<file path="src/rtl/bsg_wormhole_router_adapter_deserializer.sv">
// Wormhole link to wide packet deserializer: gathers a header flit plus len body flits
// into a single-packet buffer and presents {payload, len, cord} with valid/ready_and.
module bsg_wormhole_router_adapter_deserializer #(
  parameter int max_payload_width_p = 100,
  parameter int len_width_p         = 3,
  parameter int cord_width_p        = 5,
  parameter int flit_width_p        = 32
) (
  input  logic                                                     clk_i,
  input  logic                                                     reset_n_i,
  input  logic [flit_width_p-1:0]                                  link_data_i,
  input  logic                                                     link_v_i,
  output logic                                                     link_ready_and_o,
  output logic [cord_width_p+len_width_p+max_payload_width_p-1:0] packet_o,
  output logic                                                     packet_v_o,
  input  logic                                                     packet_ready_and_i
);

  localparam int pkt_w_lp     = cord_width_p + len_width_p + max_payload_width_p;
  localparam int max_flits_lp = (pkt_w_lp + flit_width_p - 1) / flit_width_p;
  localparam int cnt_w_lp     = (max_flits_lp > 1) ? $clog2(max_flits_lp) : 1;
  localparam int last_max_lp  = max_flits_lp - 1;
  localparam int buf_w_lp     = max_flits_lp * flit_width_p;

  localparam logic [1:0] IDLE = 2'd0;
  localparam logic [1:0] RECV = 2'd1;
  localparam logic [1:0] FULL = 2'd2;

  logic [1:0]             state_q, state_d;
  logic [cnt_w_lp-1:0]    cnt_q, cnt_d;
  logic [cnt_w_lp-1:0]    last_q, last_d;
  logic [buf_w_lp-1:0]    buf_q, buf_d;
  logic [len_width_p-1:0] hdr_len;
  int unsigned            hdr_len_int;

  assign hdr_len     = link_data_i[cord_width_p +: len_width_p];
  assign hdr_len_int = int'(hdr_len);

  always_comb begin
    state_d = state_q;
    cnt_d   = cnt_q;
    last_d  = last_q;
    buf_d   = buf_q;
    case (state_q)
      IDLE: begin
        if (link_v_i) begin
          buf_d                   = '0;
          buf_d[flit_width_p-1:0] = link_data_i;
          // Oversized len saturates the terminal count so cnt can never index past the buffer
          last_d = (hdr_len_int > last_max_lp) ? cnt_w_lp'(last_max_lp) : cnt_w_lp'(hdr_len_int);
          if (hdr_len_int == 0 || last_max_lp == 0) begin
            state_d = FULL;
          end else begin
            cnt_d   = cnt_w_lp'(1);
            state_d = RECV;
          end
        end
      end
      RECV: begin
        if (link_v_i) begin
          for (int unsigned i = 1; i < max_flits_lp; i++) begin
            if (cnt_q == cnt_w_lp'(i)) begin
              buf_d[i*flit_width_p +: flit_width_p] = link_data_i;
            end
          end
          if (cnt_q == last_q) begin
            state_d = FULL;
          end else begin
            cnt_d = cnt_q + cnt_w_lp'(1);
          end
        end
      end
      FULL: begin
        if (packet_ready_and_i) begin
          state_d = IDLE;
          cnt_d   = '0;
        end
      end
      default: begin
        state_d = IDLE;
        cnt_d   = '0;
      end
    endcase
  end

  always_ff @(posedge clk_i or negedge reset_n_i) begin
    if (!reset_n_i) begin
      state_q <= IDLE;
      cnt_q   <= '0;
      last_q  <= '0;
      buf_q   <= '0;
    end else begin
      state_q <= state_d;
      cnt_q   <= cnt_d;
      last_q  <= last_d;
      buf_q   <= buf_d;
    end
  end

  always_ff @(posedge clk_i) begin
    if (reset_n_i && state_q == IDLE && link_v_i) begin
      assert (hdr_len_int <= last_max_lp)
        else $error("header len %0d exceeds max body flits %0d", hdr_len_int, last_max_lp);
    end
  end

  assign link_ready_and_o = (state_q != FULL);
  assign packet_v_o       = (state_q == FULL);
  assign packet_o         = buf_q[pkt_w_lp-1:0];

endmodule
</file>
<file path="config.mk">
export PLATFORM = sky130hd
export DESIGN_NAME = bsg_wormhole_router_adapter_deserializer
export DESIGN_NICKNAME = d
export VERILOG_FILES = /design/src/rtl/bsg_wormhole_router_adapter_deserializer.sv
export SDC_FILE = /design/constraint.sdc
export NUM_CORES = 1
export LEC_CHECK = 0
export CORE_ASPECT_RATIO = 0.9
export CORE_MARGIN = 2
export CORE_UTILIZATION = 46
export CTS_CLUSTER_DIAMETER = 40
export DETAILED_ROUTE_END_ITERATION = 6
export PLACE_DENSITY = 0.82
export SLEW_MARGIN = 20
export SYNTH_ARGS = -nofsm -noshare
export SYNTH_HDL_FRONTEND = slang
export SYNTH_SLANG_ARGS = --single-unit
</file>
<file path="constraint.sdc">
create_clock -name clk_i -period 1.6 [get_ports clk_i]
set_input_delay 0.48 -clock clk_i [delete_from_list [all_inputs] [get_ports clk_i]]
set_output_delay 0.48 -clock clk_i [all_outputs]
set_load 0.02 [all_outputs]
</file>
==> impl_metrics.py, run 1 <==
metrics = {
    "status": {
        "outcome": "finished, violations left",
        "violations": "setup timing",
    },
    "sta": {
        "finalHoldViolations": 0,
        "rsz0062_at_grt": "yes",
        "setup_viol": 2,
        "clock_skew_ps": 7.38,
        "period_share": 1.05,
        "finalCriticalPeriod_ps": 1680,
        "worst_pin_slew_ps": 322,
        "holdWs_ps": 402,
        "worst_slack_ps": -76.4,
        "slew_viol_final": 0,
        "relSlewSlack": 0.783,
        "max_clock_freq_ghz": 0.597,
    },
    "routing": {
        "dr.pass1.iters": 4,
        "routed_wirelength_um": 12200,
        "drtAntennaViolNets": 0,
        "viasPerCell": 5.20,
        "wire_per_inst_um": 17.5,
        "route.detailed.drc": 0,
        "vias": 3621,
        "dr.first_iter.drc_count": 186,
    },
    "global_routing": {
        "overflow": 0,
        "antenna_found_initial": 0,
        "grt_pass1_wl_um": 19300,
        "track_usage": 0.235,
        "grt_start_max_net_pins": 50,
        "grt_pass1_vias": 3854,
    },
    "synthesis": {
        "seq_area_frac_synth": 0.623,
        "ys_ff_latch": 114,
        "syn_area_sq_mm": 0.00458,
        "syn_avg_cell_area_sq_um": 11.6,
        "ys.warnings.count": 0,
        "synth_cell_types": 34,
        "synth_nets": 434,
        "netlist_instances": 395,
    },
    "placed_design": {
        "place_congestion": 0.784,
        "port-buffer-count": 145,
        "dp_hpwl_um": 8120,
    },
    "finish": {
        "drive_gt1_frac": 0.367,
        "post-route-util": 0.661,
        "nFillCells": 741,
        "syn_to_final_growth_pct": 39.4,
        "nNetsFinal": 596,
        "antenna_cells": 0,
    },
    "power_and_ir_drop": {
        "cellLeakagePower_nw": 3.16,
        "power.share.switching": 0.419,
        "pwr-share-clk": 0.232,
        "ir_worst_vdd_mv": 1.37,
        "power_density_mw_per_mm2": 2500,
        "p_int_mw": 9.28,
        "power_frac_comb": 0.444,
        "p_seq_frac": 0.323,
        "switching_power_mw": 6.69,
    },
    "job": {
        "max_cap_violations": 0,
    },
    "floorplan": {
        "fp.dieArea_sq_mm": 0.0108,
        "rows": 34,
        "die_y_um": 98.6,
        "fp.coreArea_sq_mm": 0.00966,
        "die_w_um": 109,
        "initial_core_util": 0.474,
        "io_pins": 146,
    },
    "worst_setup_path": {
        "slowest_stage": "dfrtp_1",
        "ff2ff_path_depth": 6,
        "crit_type": "reg -> out",
        "crit_required_ps": 1120,
        "cp_max_fo": 2,
        "reg2reg_slack_ps": 40,
        "end_kind": "primary output",
        "critPathMaxStageDelay_ps": 390,
        "worstPathArrival_ps": 1200,
        "critPathLaunchType": "flop",
        "crit_chain": "nor2b_2, inv_1, buf_6",
    },
    "cts": {
        "path_clk_slew_ps": 60,
        "cts_tree": "yes",
        "clkSinkCount": 114,
        "cts-root-buf": "clkbuf_8",
        "clkLatencyLatePin_ps": 500,
        "cts_buffers": 17,
        "cts_buffer_depth": 2,
        "cts_max_level": 4,
    },
    "min_path": {
        "hp-class": "in -> async",
    },
}
-- cell usage in the layout, fill, tap and decap left out, types with 6 or more instances in the layout --
cell type	synthesis	layout
clkbuf_16	0	16
buf_2	10	109
nand2_1	109	109
o21ai_0	65	60
a21oi_1	7	7
mux2_2	6	6
clkdlybuf4s50_1	0	34
o21ai_1	11	16
buf_4	2	8
buf_12	0	10
mux2_4	26	26
dfrtp_1	114	114
-- layout make-up --
class / count / area, sq um / area share
clock buffer: 17 / 414 / 0.0649
clock inverter: 15 / 169 / 0.0265
inverter: 4 / 15.0 / 0.00235
multi-input combinational: 256 / 1590 / 0.250
sequential: 114 / 2850 / 0.447
timing repair buffer: 164 / 1180 / 0.185
tap: 126 / 158 / 0.0247
-- per-stage QoR --
stage / worst slack [ps] / cell area, sq um / std cells / setup TNS (ps) / power [mW]
finish: -76.4 / 6380 / 696 / -149 / 16.0
global route: -148 / 6380 / 696 / -294 / 16.9
CTS: -115 / 6350 / 695 / -226 / 16.0
detailed placement: -382 / 6300 / 662 / -29440 / 13.5
global placement: -352 / 6300 / 662 / -25670 / 13.1
floorplan: 28.3 / 4580 / 395 / 0 / 9.45
-- critical path, delay by kind of cell, from the launching register on --
family	cells	cell delay [ps]
buffers and inverters	2	180
DFF	1	390
and+or+nand+nor	1	130
-- cells by family after synthesis --
| group | Yosys count | share of synthesized area |
|---|---|---|
| simple gates | 127 | 0.120 |
| flops | 114 | 0.623 |
| compound gates | 92 | 0.112 |
| mux | 32 | 0.100 |
| buf+inv | 25 | 0.0328 |
| fa+ha+maj | 3 | 0.00820 |
| xor+xnor | 2 | 0.00383 |
-- synthesized netlist by cell type (all sizes together) --
library cell / number / area [sq um]
a21oi: 7 / 35.0
a311oi: 1 / 8.76
and2b: 1 / 10.0
buf: 16 / 110
clkbuf: 5 / 25.0
dfrtp: 114 / 2850
ha: 3 / 37.5
inv: 4 / 15.0
mux2: 32 / 458
nand2: 109 / 409
nand2b: 2 / 20.0
nor2: 8 / 56.3
nor2b: 2 / 12.5
nor3: 1 / 5.00
nor3b: 1 / 7.51
o21ai: 81 / 439
o22ai: 1 / 6.26
o2bb2ai: 1 / 15.0
o41ai: 1 / 8.76
or3b: 1 / 8.76
or4: 2 / 18.8
xor2: 2 / 17.5
-- worst paths after layout --
kind | from | end
hold / removal | reset_n_i | buf_q[90]$_DFFE_PN0P_
hold reg to reg | buf_q[48]$_DFFE_PN0P_ | buf_q[48]$_DFFE_PN0P_
min in group clk_i | buf_q[48]$_DFFE_PN0P_ | buf_q[48]$_DFFE_PN0P_
max in group asynchronous | reset_n_i | buf_q[71]$_DFFE_PN0P_
setup reg to reg | state_q[0]$_DFFE_PN0P_ | cnt_q[1]$_DFFE_PN0P_
setup / recovery | state_q[0]$_DFFE_PN0P_ | link_ready_and_o
-- flip-flops by register name, summed over array words and instances, names as in the netlist --
name,cells
buf_q,108
last_q,2
cnt_q,2
state_q,2
-- routing by layer --
metal,global-route usage,vias to the layer above,part of all wire
met5,0,-,0
met4,0.0927,0,0.021
met3,0.0536,25,0.057
met2,0.404,135,0.52
met1,0.287,1805,0.41
li1,-,1656,-
-- timing repair --
item,4_1_cts,5_1_grt
pin swaps,0,3
gates resized for setup,442,9
hold endpoints to repair,16,0
endpoints found under the setup margin,110,4
setup buffers,0,1
hold buffers,1,0
-- power by group through the flow --
stage          clock, mW  combinational [mW]  sequential [mW]
2_1_floorplan          0                2.74             6.72
3_3_place_gp           0                8.00             5.14
3_5_place_dp           0                8.29             5.19
4_1_cts             3.77                7.08             5.16
5_1_grt             3.94                7.60             5.32
6_report            3.71                7.10             5.16
Note: power is estimated with default switching activity, not from simulation.
==> inputs of run 2 (changes only) <==
--- a/config.mk
+++ b/config.mk
@@ -5,13 +5,14 @@
 export SDC_FILE = /design/constraint.sdc
 export NUM_CORES = 1
 export LEC_CHECK = 0
-export CORE_ASPECT_RATIO = 0.9
+export CORE_ASPECT_RATIO = 0.7
 export CORE_MARGIN = 2
 export CORE_UTILIZATION = 46
 export CTS_CLUSTER_DIAMETER = 40
 export DETAILED_ROUTE_END_ITERATION = 6
 export PLACE_DENSITY = 0.82
-export SLEW_MARGIN = 20
+export RECOVER_POWER = 25
+export SLEW_MARGIN = 30
 export SYNTH_ARGS = -nofsm -noshare
 export SYNTH_HDL_FRONTEND = slang
 export SYNTH_SLANG_ARGS = --single-unit
==> run 2 against run 1 <==
  * The flow still finishes with violations (setup timing)
  * Largest cell class unchanged
  * Worst setup slack better by 57 ps
  * Critical endpoint is now cnt_q[1]$_DFFE_PN0P_
  * Register-to-register slack got worse by 60 ps
  * Non-clock buffer count rose by 3
  * Utilization increased by 2.8 points
==> impl_metrics.py, run 2 (same netlist as run 1, synthesis figures left out) <==
metrics = {
    "status": {
        "outcome": "finished, violations left",
        "violations": "setup timing",
    },
    "worst_setup_path": {
        "ff2ff_path_depth": 5,
        "end_kind": "flop",
        "worstPathArrival_ps": 1910,
        "critPathLaunchType": "flop",
        "timing.rr.start": "state_q[0]$_DFFE_PN0P_",
        "reg2reg_slack_ps": -20,
        "endpoint": "cnt_q[1]$_DFFE_PN0P_",
        "reg2reg_to": "cnt_q[1]$_DFFE_PN0P_",
        "cp-startpoint": "state_q[0]$_DFFE_PN0P_",
        "crit_required_ps": 1890,
        "crit_type": "reg -> reg",
        "cp_max_fo": 9,
    },
    "power_and_ir_drop": {
        "power_density_mw_per_mm2": 2480,
        "ir_worst_vdd_mv": 1.05,
        "cellLeakagePower_nw": 3.17,
    },
    "sta": {
        "rsz0062_at_grt": "yes",
        "period_share": 1.01,
        "max_clock_freq_ghz": 0.617,
        "finalHoldViolations": 0,
        "slew_viol_final": 0,
        "clock_skew_ps": 10.5,
        "finalCriticalPeriod_ps": 1620,
        "worst_slack_ps": -19.8,
        "relSlewSlack": 0.469,
        "setup_viol": 1,
        "worst_pin_slew_ps": 796,
    },
    "cts": {
        "path_clk_slew_ps": 50,
        "cts_max_level": 4,
        "clkLatencyLatePin_ps": 410,
        "clkSinkCount": 114,
        "cts-root-buf": "clkbuf_16",
        "cts_buffers": 17,
        "cts_tree": "yes",
        "cts_buffer_depth": 2,
        "postCtsSetupBuffers": 0,
    },
    "finish": {
        "regMostFlops": "buf_q",
        "antenna_cells": 0,
        "layout.cells.non_filler": 701,
        "multiInputGateArea_sq_mm": 0.00159,
        "final_cell_mix": "dfrtp_1, nand2_1, clkbuf_2",
        "final_common_cell": "dfrtp_1",
        "seq_area_sq_mm": 0.00285,
        "largest_reg_flops": 108,
        "drive_gt1_frac": 0.302,
        "nNetsFinal": 599,
        "nFillCells": 683,
        "syn_to_final_growth_pct": 45.8,
    },
    "global_routing": {
        "grt_pass1_vias": 3761,
        "antenna_found_initial": 0,
        "overflow": 0,
        "track_usage": 0.234,
        "grt_start_max_net_pins": 44,
        "grt_pass1_wl_um": 18800,
    },
    "routing": {
        "routedLengthMet1_um": 5120,
        "drtAntennaViolNets": 0,
        "wl_met3_um": 860,
        "vias": 3614,
        "dr.first_iter.drc_count": 180,
        "viasPerCell": 5.16,
        "top_layer": "met4",
        "routed_wirelength_um": 11900,
        "route.detailed.drc": 0,
        "wire_per_inst_um": 17.0,
        "dr.pass1.iters": 4,
        "dr_wl_met2_um": 5720,
    },
    "floorplan": {
        "initial_core_util": 0.473,
        "fp.dieArea_sq_mm": 0.0108,
        "die_y_um": 87.5,
        "rows": 30,
        "io_pins": 146,
        "fp.coreArea_sq_mm": 0.00968,
        "die_w_um": 123,
    },
    "placed_design": {
        "place_congestion": 0.820,
        "dp_hpwl_um": 8210,
        "place_inst": 668,
        "port-buffer-count": 145,
        "preCtsSetupSlack_ps": -343,
    },
    "job": {
        "max_cap_violations": 0,
    },
    "min_path": {
        "hp-class": "reg -> reg",
    },
}
## run 2: cell count changes in the layout (fill, tap and decap cells not counted), moves of 4 or more
cell and change:
inv_6 -4, clkbuf_2 +66, clkdlybuf4s15_2 +4, clkdlybuf4s15_1 +38, o21ai_1 -5, buf_2 -109
o21ai_0 +5
## run 2: timing repair
item,in CTS,in global routing
pin swaps,0,0
hold buffers,1,0
setup endpoints to repair,110,90
gates resized for setup,199,102
endpoints found under the hold margin,10,0
## run 2: worst min path at each step
stage / startpoint / end / slack [ps] / cells after the start
after CTS: reset_n_i / buf_q[85]$_DFFE_PN0P_ / 480 / 2
after floorplan: reset_n_i / buf_q[0]$_DFFE_PN0P_ / 180 / 0
after global placement: reset_n_i / buf_q[51]$_DFFE_PN0P_ / 350 / 1
after detailed placement: reset_n_i / buf_q[85]$_DFFE_PN0P_ / 350 / 1
after global routing: buf_q[52]$_DFFE_PN0P_ / buf_q[52]$_DFFE_PN0P_ / 510 / 2
final: buf_q[96]$_DFFE_PN0P_ / buf_q[96]$_DFFE_PN0P_ / 470 / 2
## run 2: report_power, final
group / switching (mW) / internal (mW) / leakage (nW)
combinational: 4.36 / 2.99 / 1.42
clock: 1.32 / 2.69 / 0.307
sequential: 0.866 / 4.31 / 1.44
## run 2: final cells by class
type / count / area share
Timing Repair Buffer: 167 / 0.213
Tap cell: 128 / 0.0240
Clock inverter: 12 / 0.0270
Clock buffer: 20 / 0.0684
Sequential cell: 114 / 0.428
Multi-Input combinational cell: 256 / 0.238
Inverter: 4 / 0.00225
## run 2: stage by stage
step | instance area [sq um] | setup TNS [ps] | util | total power, mW | hold slack (ps)
after global routing | 6670 | -1170 | 0.689 | 17.5 | 505
after global placement | 6360 | -25390 | 0.657 | 13.3 | 348
after CTS | 6970 | -37.9 | 0.720 | 16.9 | 477
after detailed placement | 6360 | -27550 | 0.657 | 13.6 | 350
after floorplan | 4580 | 0 | - | 9.45 | 184
final | 6670 | -19.8 | 0.689 | 16.5 | 474
## run 2: critical path: stages, from the launching register on
cell and delay, ps:
dfrtp_1 390, buf_4 190, or4_4 580, o2bb2ai_4 170, or4_1 130, o21ai_2 50
## run 2: routing by layer
metal	up-vias	global-route usage
li1	1662	-
met1	1807	0.295
met2	126	0.373
met3	19	0.0844
met4	0	0.0868
met5	-	0
==> inputs of run 3 (changes only) <==
--- a/config.mk
+++ b/config.mk
@@ -5,13 +5,13 @@
 export SDC_FILE = /design/constraint.sdc
 export NUM_CORES = 1
 export LEC_CHECK = 0
-export CORE_ASPECT_RATIO = 0.7
 export CORE_MARGIN = 2
 export CORE_UTILIZATION = 46
 export CTS_CLUSTER_DIAMETER = 40
 export DETAILED_ROUTE_END_ITERATION = 6
 export PLACE_DENSITY = 0.82
-export RECOVER_POWER = 25
+export RECOVER_POWER = 100
+export SKIP_LAST_GASP = 1
 export SLEW_MARGIN = 30
 export SYNTH_ARGS = -nofsm -noshare
 export SYNTH_HDL_FRONTEND = slang
==> run 3 against run 2 <==
  * The flow still finishes with violations (setup timing)
  * Clock power shrank 12%
  * Via count down 0.19%
  * Global-route usage shrank 0.91 points
  * Register-to-register slack got worse by 20 ps
  * Largest cell class unchanged
==> impl_metrics.py, run 3 (same netlist as run 1, synthesis figures left out) <==
metrics = {
    "status": {
        "outcome": "finished, violations left",
        "violations": "setup timing",
    },
    "finish": {
        "drive_gt1_frac": 0.364,
        "largest_reg_flops": 108,
        "seq_area_sq_mm": 0.00285,
        "antenna_cells": 0,
        "nFillCells": 790,
        "regMostFlops": "buf_q",
        "multiInputGateArea_sq_mm": 0.00156,
        "syn_to_final_growth_pct": 36.6,
        "nNetsFinal": 599,
        "final_common_cell": "dfrtp_1",
        "final_cell_mix": "dfrtp_1, clkbuf_2, nand2_1",
        "post-route-util": 0.643,
    },
    "sta": {
        "worst_pin_slew_ps": 624,
        "finalCriticalPeriod_ps": 1650,
        "rsz0062_at_grt": "yes",
        "worst_slack_ps": -53.3,
        "slew_viol_final": 0,
        "period_share": 1.03,
        "setup_viol": 10,
        "max_clock_freq_ghz": 0.605,
        "relSlewSlack": 0.584,
        "holdWs_ps": 474,
        "clock_skew_ps": 6.00,
        "finalHoldViolations": 0,
    },
    "routing": {
        "top_layer": "met4",
        "wire_per_inst_um": 16.8,
        "dr.first_iter.drc_count": 122,
        "wl_met3_um": 685,
        "routed_wirelength_um": 11800,
        "drtAntennaViolNets": 0,
        "vias": 3607,
        "routedLengthMet1_um": 5020,
        "dr.pass1.iters": 4,
        "route.detailed.drc": 0,
        "viasPerCell": 5.12,
        "dr_wl_met2_um": 5970,
    },
    "cts": {
        "clkSinkCount": 114,
        "cts_buffer_depth": 2,
        "cts_tree": "yes",
        "cts_max_level": 4,
        "postCtsSetupBuffers": 0,
        "clkLatencyLatePin_ps": 490,
        "cts_buffers": 17,
        "path_clk_slew_ps": 50,
        "cts-root-buf": "clkbuf_8",
    },
    "power_and_ir_drop": {
        "cellLeakagePower_nw": 3.07,
        "power_mw": 15.5,
        "ir_worst_vdd_mv": 1.10,
        "power_density_mw_per_mm2": 2470,
    },
    "placed_design": {
        "port-buffer-count": 145,
        "dp_hpwl_um": 8070,
        "place_congestion": 0.838,
        "preCtsSetupSlack_ps": -367,
    },
    "worst_setup_path": {
        "slowest_stage": "dfrtp_1",
        "crit_chain": "nor2b_4, inv_2, buf_6",
        "end_kind": "primary output",
        "crit_family": "flip-flops",
        "cp_max_fo": 2,
        "crit_type": "reg -> out",
        "crit_required_ps": 1120,
        "critPathLaunchType": "flop",
        "worstPathArrival_ps": 1170,
        "critPathMaxStageDelay_ps": 400,
        "path_buf_inv": 2,
    },
    "global_routing": {
        "antenna_found_initial": 0,
        "grt_pass1_vias": 3658,
        "overflow": 0,
        "track_usage": 0.225,
        "grt_pass1_wl_um": 19100,
        "grt_start_max_net_pins": 35,
    },
    "floorplan": {
        "rows": 36,
        "die_w_um": 104,
        "fp.dieArea_sq_mm": 0.0108,
        "die_y_um": 104,
        "initial_core_util": 0.470,
        "fp.coreArea_sq_mm": 0.00973,
        "io_pins": 146,
    },
    "min_path": {
        "hp-class": "reg -> reg",
    },
    "job": {
        "max_cap_violations": 0,
    },
}
[run 3: changes by cell type in the layout (fill, tap and decap cells not counted), sizes merged]
cell           previous run  this run
clkbuf                   87       133
clkdlybuf4s15            42         0
buf                      23        18
bufinv                    4         2
clkinvlp                  2         3
inv                       5         4
o21ai                    81        82
[run 3: worst paths after layout]
| path | from | to | slack, ps | cells after the start |
|---|---|---|---|---|
| max | state_q[0]$_DFFE_PN0P_ | link_ready_and_o | -50 | 3 |
| min | buf_q[39]$_DFFE_PN0P_ | buf_q[39]$_DFFE_PN0P_ | 470 | 2 |
| max reg2reg | state_q[0]$_DFFE_PN0P_ | cnt_q[1]$_DFFE_PN0P_ | -40 | 5 |
| min reg2reg | buf_q[39]$_DFFE_PN0P_ | buf_q[39]$_DFFE_PN0P_ | 470 | 2 |
| max in group asynchronous | reset_n_i | buf_q[17]$_DFFE_PN0P_ | 200 | 3 |
| min in group asynchronous | reset_n_i | state_q[0]$_DFFE_PN0P_ | 530 | 2 |
[run 3: worst reg2reg max path, cell delays in order, from the launching register on]
cell and delay [ps]:
dfrtp_1 400, buf_4 180, or4_1 580, o2bb2ai_2 180, or4_1 140, o21ai_2 50
[run 3: repair_timing]
action	CTS	global route
endpoints found under the hold margin	21	0
pin swaps	0	1
setup endpoints to repair	122	5
cloned	0	1
gates resized for setup	443	6
hold buffers	1	0
[run 3: layout make-up]
class | instances | area share
timing repair buffer | 166 | 0.176
inverter | 4 | 0.00240
clock inverter | 10 | 0.0178
tap | 133 | 0.0266
multi-input combinational | 257 | 0.249
sequential | 114 | 0.456
clock buffer | 20 | 0.0712
[run 3: routing by layer]
metal | track usage | vias to the layer above
li1 | - | 1661
met5 | 0 | -
met1 | 0.285 | 1794
met3 | 0.0598 | 14
met2 | 0.377 | 138
met4 | 0.0743 | 0
[run 3: power breakdown]
group          switching (mW)  internal (mW)  leakage, nW
clock                    1.25           2.27        0.268
sequential              0.859           4.30         1.44
combinational            4.31           2.49         1.36
[run 3: metrics by stage]
step,TNS (ps),area (sq um),cells
after floorplan,0,4580,395
after global placement,-26100,6320,672
after detailed placement,-30150,6320,672
after CTS,-175,6350,703
after global routing,-1500,6250,704
final,-212,6250,704
==> variant 1, RTL diff (settings of run 3) <==
The parameter `cord_width_p` goes from 5 to 10.
--- a/src/rtl/bsg_wormhole_router_adapter_deserializer.sv
+++ b/src/rtl/bsg_wormhole_router_adapter_deserializer.sv
@@ -4,5 +4,5 @@
   parameter int max_payload_width_p = 100,
   parameter int len_width_p         = 3,
-  parameter int cord_width_p        = 5,
+  parameter int cord_width_p        = 10,
   parameter int flit_width_p        = 32
 ) (
Ports: changed (resized packet_o); port bits go from 146 to 151. No check against the original RTL was run, so the function may have changed too.
==> variant 1 against run 3 <==
The run still ends with negative setup slack left; cell area is 7.3% higher; hold slack better by 9.4 ps; power rose by 10%; setup slack lost 29 ps; clock skew barely moved; synthesized area increased by 4.2%; via count grew 6.6%; wire length up 13%; sequential share of layout area fell by 1.2 points; sequential cell count up 5; critical path depth stayed put; sequential power up 4.5%; largest power group unchanged; highest routed layer unchanged.
==> variant 1: results (changes against run 3) <==
status: finished with violations
failing checks: negative setup slack
final worst setup slack: -82.2 ps (-29.0 ps)
flip-flop count of the largest register after layout: 113 (+4.6%)
leakage component of the power: 3.27 nW (+6.6%)
met3 wirelength from detailed routing: 635 um (-7.3%)
Slew headroom: 43.7% (-15 points)
leading cell types by count after synthesis: 119 x dfrtp_1, 114 x nand2_1, 68 x o21ai_0
final net count: 631 (+5.3%)
number of setup violations in the final report: 5 (-5)
Area contributors post-synth: dfrtp_1 62%, nand2_1 9.0%, mux2_4 8.2%
largest clock skew in the final design: 6.26 ps (+0.259 ps)
crit path DAT: 1200 ps (+30 ps)
drt initial violations: 239 (+96%)
post-detailed-route wirelength per cell: 18.1 um (+7.5%)
worst-case vdd ir drop: 1320 uV (+20%)
via count normalized by instance count: 5.19 (+1.3%)
via count of the first global-routing pass: 3892 (+6.4%)
M1 wire length: 5520 um (+9.9%)
Distinct cells, synth: 35 (+2.9%)
r2r setup slk: -20 ps (+20 ps)
fraction of power spent switching nets: 42.3% (+0.86 points)
total half-perimeter wirelength after legalization and detailed placement: 8580 um (+6.3%)
net count after synthesis: 450 (+3.7%)
count of buffers from port buffering: 150 (+3.4%)
ratio of cells with drive above 1 in the final layout: 39.5% (+3.1 points)
variant 1: cell count changes in the layout (fill, tap and decap cells not counted), moves of 3 or more:
cell,before,now
o21ai_0,65,24
buf_12,2,6
buf_2,0,9
nand2_1,109,104
o21ai_1,11,53
o21ai_4,1,4
clkinv_2,4,1
inv_6,0,3
nand2_2,0,10
dfrtp_1,114,119
variant 1: logic make-up after synthesis:
group           after synthesis  share of synthesized area (%)
simple gates                132                           11.9
flops                       119                           62.4
compound gates               97                           11.4
mux                          32                           9.60
buf+inv                      26                           3.49
fa+ha+maj                     3                          0.787
xor+xnor                      2                          0.367
variant 1: repair_timing:
action,in CTS,in global routing
hold endpoints to repair,84,0
gates resized for setup,465,74
hold buffers,1,0
gates cloned,2,3
buffers inserted,0,9
endpoints found under the setup margin,122,77
pin swaps,2,17
variant 1: area by class of cell:
class	count	area, um^2
Fill cell	801	3470
Sequential cell	119	2980
Multi-Input combinational cell	267	1690
Timing Repair Buffer	183	1280
Clock buffer	19	432
Tap cell	136	170
Clock inverter	13	148
Inverter	4	15.0
variant 1: worst paths after layout:
check,startpoint,to,cells after the start
setup / recovery,state_q[0],link_ready_and_o,3
hold / removal,buf_q[109],buf_q[109],2
setup reg to reg,state_q[0],buf_q[68],7
hold reg to reg,buf_q[109],buf_q[109],2
max in group asynchronous,reset_n_i,buf_q[46],3
min in group asynchronous,reset_n_i,state_q[1],3
variant 1: worst register-to-register path, cell delays in order (launching register included):
cell      delay [ps]
dfrtp_1          370
buf_6            140
inv_1             50
buf_2            150
clkbuf_2         150
o21ai_2          250
buf_12           230
o21ai_0          140
variant 1: routing by layer:
layer,track usage (%),vias up
met5,0,-
met4,13.1,0
met3,5.01,30
met2,38.3,152
met1,31.3,1901
li1,-,1762
==> variant 2, RTL diff (flow settings as in run 3) <==
Made on the original files. `buf_q` no longer has a reset.
--- a/src/rtl/bsg_wormhole_router_adapter_deserializer.sv
+++ b/src/rtl/bsg_wormhole_router_adapter_deserializer.sv
@@ -89,11 +89,13 @@
       cnt_q   <= '0;
       last_q  <= '0;
-      buf_q   <= '0;
     end else begin
       state_q <= state_d;
       cnt_q   <= cnt_d;
       last_q  <= last_d;
-      buf_q   <= buf_d;
     end
+  end
+
+  always_ff @(posedge clk_i) begin
+    buf_q <= buf_d;
   end
 
Check against the original RTL: not equivalent (a bounded check fails within 4 cycles, from zero or initial values and one cycle with reset_n_i low).
==> variant 2 against run 3 <==
The flow still finishes with violations (negative setup slack); via count shrank 33%; power shrank 21%; combinational power shrank 49%; register-to-register slack gained 30 ps; synthesized area shrank 15%; sequential cell count is the same; setup slack lost 23 ps; cell area shrank 8.6%; wire length shrank 22%; clock skew shrank 0.81 ps.
==> variant 2: results (changes against run 3) <==
worst slack, placed: -365 ps (+2.41 ps)
buffering overhead: 18.5% (+0.90 points)
ratio of cells with drive above 1 in the final layout: 42.7% (+6.2 points)
final net count: 415 (-31%)
number of setup violations in the final report: 21 (+11)
worst reg2reg path startpoint: state_q[1]
sequential fraction of design power: 39.3% (+5.9 points)
non-clock inverter count: 8 (+4)
sequential share of cell area: 59.4% (+14 points)
total of fill cells in the finished design: 588 (-26%)
endpoint of the worst-slack reg-to-reg timing path: buf_q[8]
crit path DAT: 1200 ps (+30 ps)
fraction of the core area covered by cells at the end of the flow: 69.5% (+5.3 points)
wire length of the first global-routing pass: 13000 um (-32%)
pin count of the biggest net entering global routing: 28 (-20%)
overall fraction of global-route tracks in use: 20.3% (-2.2 points)
total half-perimeter wirelength after legalization and detailed placement: 6070 um (-25%)
Area contributors post-synth: edfxtp_1 83%, and2_1 5.1%, dfrtp_1 3.9%
multi-input gate count: 69 (-73%)
type of the most critical hold path: input pin to async pin
leading cell types by count after synthesis: 108 x edfxtp_1, 32 x and2_1, 10 x a21oi_1
count of inserted tapcells: 105 (-21%)
share of synthesized registers carrying an async set or reset: 5.26% (-95 points)
worst-case vdd ir drop: 1130 uV (+2.6%)
status: finished with violations
power in the clock group: 3.95 mW (+12%)
number of instances in the synthesized netlist: 196 (-50%)
clock network share of area: 11.0% (+2.1 points)
r2r setup slk: -10 ps (+30 ps)
setup tns final: -234 ps (-21.6 ps)
final worst setup slack: -76.1 ps (-22.8 ps)
actual slew at the worst max-slew pin: 339 ps (-285 ps)
antenna cells: 1 (+1)
Post-synth EDFFs: 108 (+108)
worst slack on hold paths: 300 ps (-174 ps)
failing checks: negative setup slack
net count after synthesis: 235 (-46%)
weighted congestion at the end of routability-driven global placement: 0.903 (+7.7%)
clock group share of total power: 32.2% (+9.5 points)
initial antenna violation count: 1 (+1)
number of cells in the design after placement: 461 (-31%)
## variant 2: changes by cell type after synthesis, sizes merged, moves of 2 or more
cell,change
o21ai,-78
buf,-14
edfxtp,+108
nand2,-108
mux2,-32
and2,+32
clkbuf,-2
a21oi,+3
dfrtp,-108
inv,+4
## variant 2: layer usage
layer  up-vias  global-route usage [%]  share of wire [%]
met2       101                    35.1                 54
li1       1109                       -                  -
met1      1187                    23.3                 37
met3        17                    6.11                6.7
met5         -                       0                  0
met4         0                    9.05                2.3
## variant 2: cell families after synthesis
group | Yosys count | share of synthesized area, %
AND/OR/NAND/NOR | 47 | 7.33
buffers and inverters | 13 | 1.54
flip-flops | 114 | 87.1
AO/OA/AOI/OAI | 17 | 2.57
adder cells (fa/ha/maj) | 3 | 0.964
XOR/XNOR | 2 | 0.450
## variant 2: what timing repair did
| item | in CTS | in global routing |
|---|---|---|
| buffers inserted | 0 | 1 |
| resized for setup | 447 | 3 |
| setup endpoints to repair | 111 | 18 |
| pin swaps | 0 | 2 |
